[config.mk]
export PLATFORM = sky130hd
export DESIGN_NAME = seg_scan_driver
export DESIGN_NICKNAME = d
export VERILOG_FILES = /design/src/rtl/seg_scan_driver.sv
export SDC_FILE = /design/constraint.sdc
export NUM_CORES = 1
export LEC_CHECK = 0
export CORE_ASPECT_RATIO = 0.8
export CORE_MARGIN = 2
export CORE_UTILIZATION = 60
export CTS_BUF_LIST = sky130_fd_sc_hd__clkbuf_2
export DETAILED_ROUTE_END_ITERATION = 12
export GPL_TIMING_DRIVEN = 0
export PLACE_DENSITY = 0.86
export RECOVER_POWER = 50
export REMOVE_ABC_BUFFERS = 1
export SYNTH_ARGS = -nofsm -noshare
export SYNTH_HDL_FRONTEND = slang
export SYNTH_SLANG_ARGS = --single-unit
[constraint.sdc]
create_clock -name clk -period 5.23 [get_ports clk]
set_input_delay 1.569 -clock clk [delete_from_list [all_inputs] [get_ports clk]]
set_output_delay 1.569 -clock clk [all_outputs]
set_load 0.03 [all_outputs]
[src/rtl/seg_scan_driver.sv]
// seg_scan_driver: two-digit multiplexed common-anode 7-seg scanner with per-frame input capture
module seg_scan_driver #(
    parameter int DIV   = 50000,
    parameter int BLANK = 16
) (
    input  logic       clk,
    input  logic       reset,
    input  logic [3:0] student_id,
    input  logic [3:0] current_state,
    output logic [6:0] seg,
    output logic [1:0] an
);
    localparam int CW = $clog2(DIV);
    logic [CW-1:0] cnt;
    logic          sel;
    logic          last;
    logic          blank;
    logic [3:0]    hold_id;
    logic [3:0]    hold_state;
    logic [3:0]    digit;
    logic [6:0]    code;
    assign last  = cnt == CW'(DIV - 1);
    assign blank = cnt < CW'(BLANK);
    assign digit = sel ? hold_state : hold_id;
    always_comb begin
        code = 7'h7F;
        case (digit)
            4'h0: code = 7'h40;
            4'h1: code = 7'h79;
            4'h2: code = 7'h24;
            4'h3: code = 7'h30;
            4'h4: code = 7'h19;
            4'h5: code = 7'h12;
            4'h6: code = 7'h02;
            4'h7: code = 7'h78;
            4'h8: code = 7'h00;
            4'h9: code = 7'h10;
            4'hA: code = 7'h08;
            4'hB: code = 7'h03;
            4'hC: code = 7'h46;
            4'hD: code = 7'h21;
            4'hE: code = 7'h06;
            4'hF: code = 7'h0E;
        endcase
    end
    always_ff @(posedge clk) begin
        if (reset) begin
            cnt        <= '0;
            sel        <= 1'b0;
            hold_id    <= '0;
            hold_state <= '0;
            seg        <= 7'h7F;
            an         <= 2'b11;
        end else begin
            cnt <= last ? '0 : cnt + 1'b1;
            sel <= sel ^ last;
            // inputs are sampled only at frame start so neither digit tears mid-slot
            if (cnt == '0 && !sel) begin
                hold_id    <= student_id;
                hold_state <= current_state;
            end
            an  <= blank ? 2'b11 : (sel ? 2'b01 : 2'b10);
            seg <= blank ? 7'h7F : code;
        end
    end
endmodule

==> parameters.txt <==
Parameter                              Value

Outcome
  Outcome    completed

Worst setup path
  Slack of the worst reg-to-reg path    2.81 ns
  Library cell contributing the largest single delay on the critical path    sky130_fd_sc_hd__clkdlybuf4s50_1
  Cells along the critical path    clkdlybuf4s50_1
  Type of the worst setup path    register to output pin
  Largest fanout of any net on the critical path    1
  Startpoint kind of the worst setup timing path    register
  WP data required    3.66 ns
  Crit-path leading delay family    buffers and inverters
  Critical path capture point type    output pin
  Biggest cell delay along the critical path    0.67 ns
  Sum of buffers and inverters on the critical path    1
  Data arrival time of the critical path    1.42 ns

Cells and area
  Post-synthesis to final-layout area growth    13.71%
  Finished layout cell area    0.001868 sq mm
  Layout cells sized above 1    0.06736
  Filler Cell Count    184
  Number of diodes added for antenna fixing    0
  Final-stage net count    211
  Final non-filler cell total    229

GRT
  Number of antenna violations at the first check in global routing    0
  First-pass GRT wire length    5451 um
  Combined global-route utilization of all metal layers    0.2314
  Vias in the first global route    1225
  Overflow left after global routing    0
  Largest net degree at the start of global routing    21

STA
  RSZ-0062 raised after global routing    no
  Max-slew violation count    0
  # setup viols final    0
  Final clock period utilization by the worst path    0.5720
  Headroom to the max-slew limit    0.2477
  Setup TNS after final layout    0 ns
  Post-Route Skew    0.01353 ns
  Slew @ Worst Pin    1.097 ns
  Fmax    334.3 MHz
  Hold Fails Final Rpt    0
  Final critical path time including I/O delays and setup    2.991 ns

Power
  Leakage power    0.7005 nW
  Overall power of the completed layout    460.9 uW
  Cell Pwr Density    246.7 mW/mm^2
  Largest voltage drop on the vdd net    0.0001893 V

Synthesis
  Yosys warning total    0
  Most used flip-flop cell after synthesis    sky130_fd_sc_hd__dfxtp_1
  Fraction of synthesis flops using an asynchronous set or reset pin    0
  Synthesized instance count    174
  Register bit total from synthesis    34
  Post-synthesis instance area    0.001643 sq mm
  Number of enable-type register cells in the synthesized netlist    0
  Distinct cell type count of the synthesized netlist    33
  Sequential share of the synthesized area    0.4143
  Syn_area_per_cell    9.442 sq um

Route
  Wirelength, routed    3155 um
  Post-DR vias/cell    5.480
  Detailed Routing Iterations Pass 1    6
  Number of nets still failing antenna checks after routing    0
  Total vias in the final route    1255
  Final routed wire length divided by cell count    13.78 um
  Number of violations reported at the end of detailed-routing iteration 0    69
  # DRC    0

Clocking
  CTS Hold Buffers Added    0
  CTS H-Tree Depth    2
  Clock Tree Root    sky130_fd_sc_hd__clkbuf_2
  TritonCTS clock tree    built
  Number of buffers created by CTS    5
  Quantity of gates resized following cts    0
  Longest Clk Path Bufs    2
  Count of buffers added by post-CTS timing repair for setup    0
  Clock sink total    34
  Clock Pin Slew Worst Setup and Hold Paths    0.17 ns
  Clock insertion delay at the later pin of the skew report    0.39 ns

Floorplanning
  I/O pins    19
  Total core area    0.002522 sq mm
  Vert. Die Dim    50.80 um
  Die Footprint    0.003175 sq mm
  Floorplan row count    16
  Initial core utilization    0.6513
  Die Width    62.50 um

Placement
  Half-perimeter wire length of the detailed placement result    2292 um
  Instance count after placement with tap cells included    222
  Final weighted congestion of routability-driven global placement    0.8307
  Area post-placement    0.001834 sq mm
  # port buffers    18

Job
  Max Cap Viol    0

Worst hold path
  Worst Hold Class    register to register
cells in the final DEF (no fill, tap or decap), types with 2 or more instances in the layout:
cell	n
sky130_fd_sc_hd__nor2_1	21
sky130_fd_sc_hd__nand2_1	6
sky130_fd_sc_hd__nor3_1	5
sky130_fd_sc_hd__o221ai_1	3
sky130_fd_sc_hd__nand3_1	8
sky130_fd_sc_hd__xor2_1	2
sky130_fd_sc_hd__nand4_1	3
sky130_fd_sc_hd__nor4_1	4
sky130_fd_sc_hd__xnor2_1	12
sky130_fd_sc_hd__o211ai_1	2
sky130_fd_sc_hd__mux2i_1	14
sky130_fd_sc_hd__dfxtp_1	34
sky130_fd_sc_hd__clkdlybuf4s50_1	17
sky130_fd_sc_hd__ha_1	8
sky130_fd_sc_hd__clkbuf_2	7
sky130_fd_sc_hd__inv_1	9
sky130_fd_sc_hd__nand2b_1	20
sky130_fd_sc_hd__a21oi_1	3
cell usage after synthesis, drive strengths merged, types with 2 or more instances:
cell type	n	area [sq um]
dfxtp	34	680.7
nor2	21	78.83
nand2b	20	125.1
mux2i	14	140.1
xnor2	12	105.1
inv	9	33.78
ha	8	100.1
nand3	8	40.04
nand2	6	22.52
nor3	5	25.02
nor4	5	46.29
buf	4	26.27
a21oi	3	15.01
nand4	3	18.77
o221ai	3	26.28
clkbuf	2	7.510
o211ai	2	15.01
xor2	2	17.52
per-stage QoR:
step | setup WS, ns | utilization | hold slack (ns)
after global routing | 2.174 | 0.7406 | 0.5171
after global placement | 1.954 | 0.7272 | 0.4550
after detailed placement | 1.899 | 0.7272 | 0.4742
after CTS | 2.214 | 0.7411 | 0.4944
after floorplan | 2.923 | - | 0.4418
final | 2.239 | 0.7406 | 0.4930
power by group:
group          switching, mW  internal [mW]  leakage [nW]
Clock                 0.0874         0.0347        0.0291
Combinational         0.0341         0.0311         0.395
Sequential           0.00572          0.268         0.276
sequential cells by signal (all words and copies together), names as in the netlist:
signal / count
cnt: 16
seg: 7
hold_id: 4
hold_state: 4
an: 2
sel: 1
path summary, 6_finish.rpt:
path / startpoint / end / cells after the start
worst max register to register: sel$_SDFF_PP0_ / seg[3]$_SDFF_PP1_ / 3
worst max-delay path: seg[6]$_SDFF_PP1_ / seg[6] / 1
worst min register to register: hold_state[0]$_SDFFE_PP0P_ / hold_state[0]$_SDFFE_PP0P_ / 2
worst min-delay path: hold_state[0]$_SDFFE_PP0P_ / hold_state[0]$_SDFFE_PP0P_ / 2
routing by layer:
layer | track usage | share of wire | vias to the layer above
li1 | - | - | 630
met1 | 0.2704 | 0.45 | 598
met2 | 0.3978 | 0.49 | 23
met3 | 0.05381 | 0.042 | 4
met4 | 0.1259 | 0.014 | 0
met5 | 0 | 0 | -
cells by family after synthesis:
kind of cell / share of synthesized area
buf+inv: 0.04112
fa+ha+maj: 0.06093
xor+xnor: 0.07464
compound gates: 0.05636
flops: 0.4143
simple gates: 0.2468
mux: 0.1059
final cells by class:
class                           count  area [sq um]  area share
Clock buffer                        7         35.03     0.01875
Timing Repair Buffer               18         180.2     0.09645
Multi-Input combinational cell    125         893.4      0.4782
Tap cell                           36         45.04     0.02411
Inverter                            9         33.78     0.01808
Sequential cell                    34         680.7      0.3644
(Power assumes the default switching activity.)
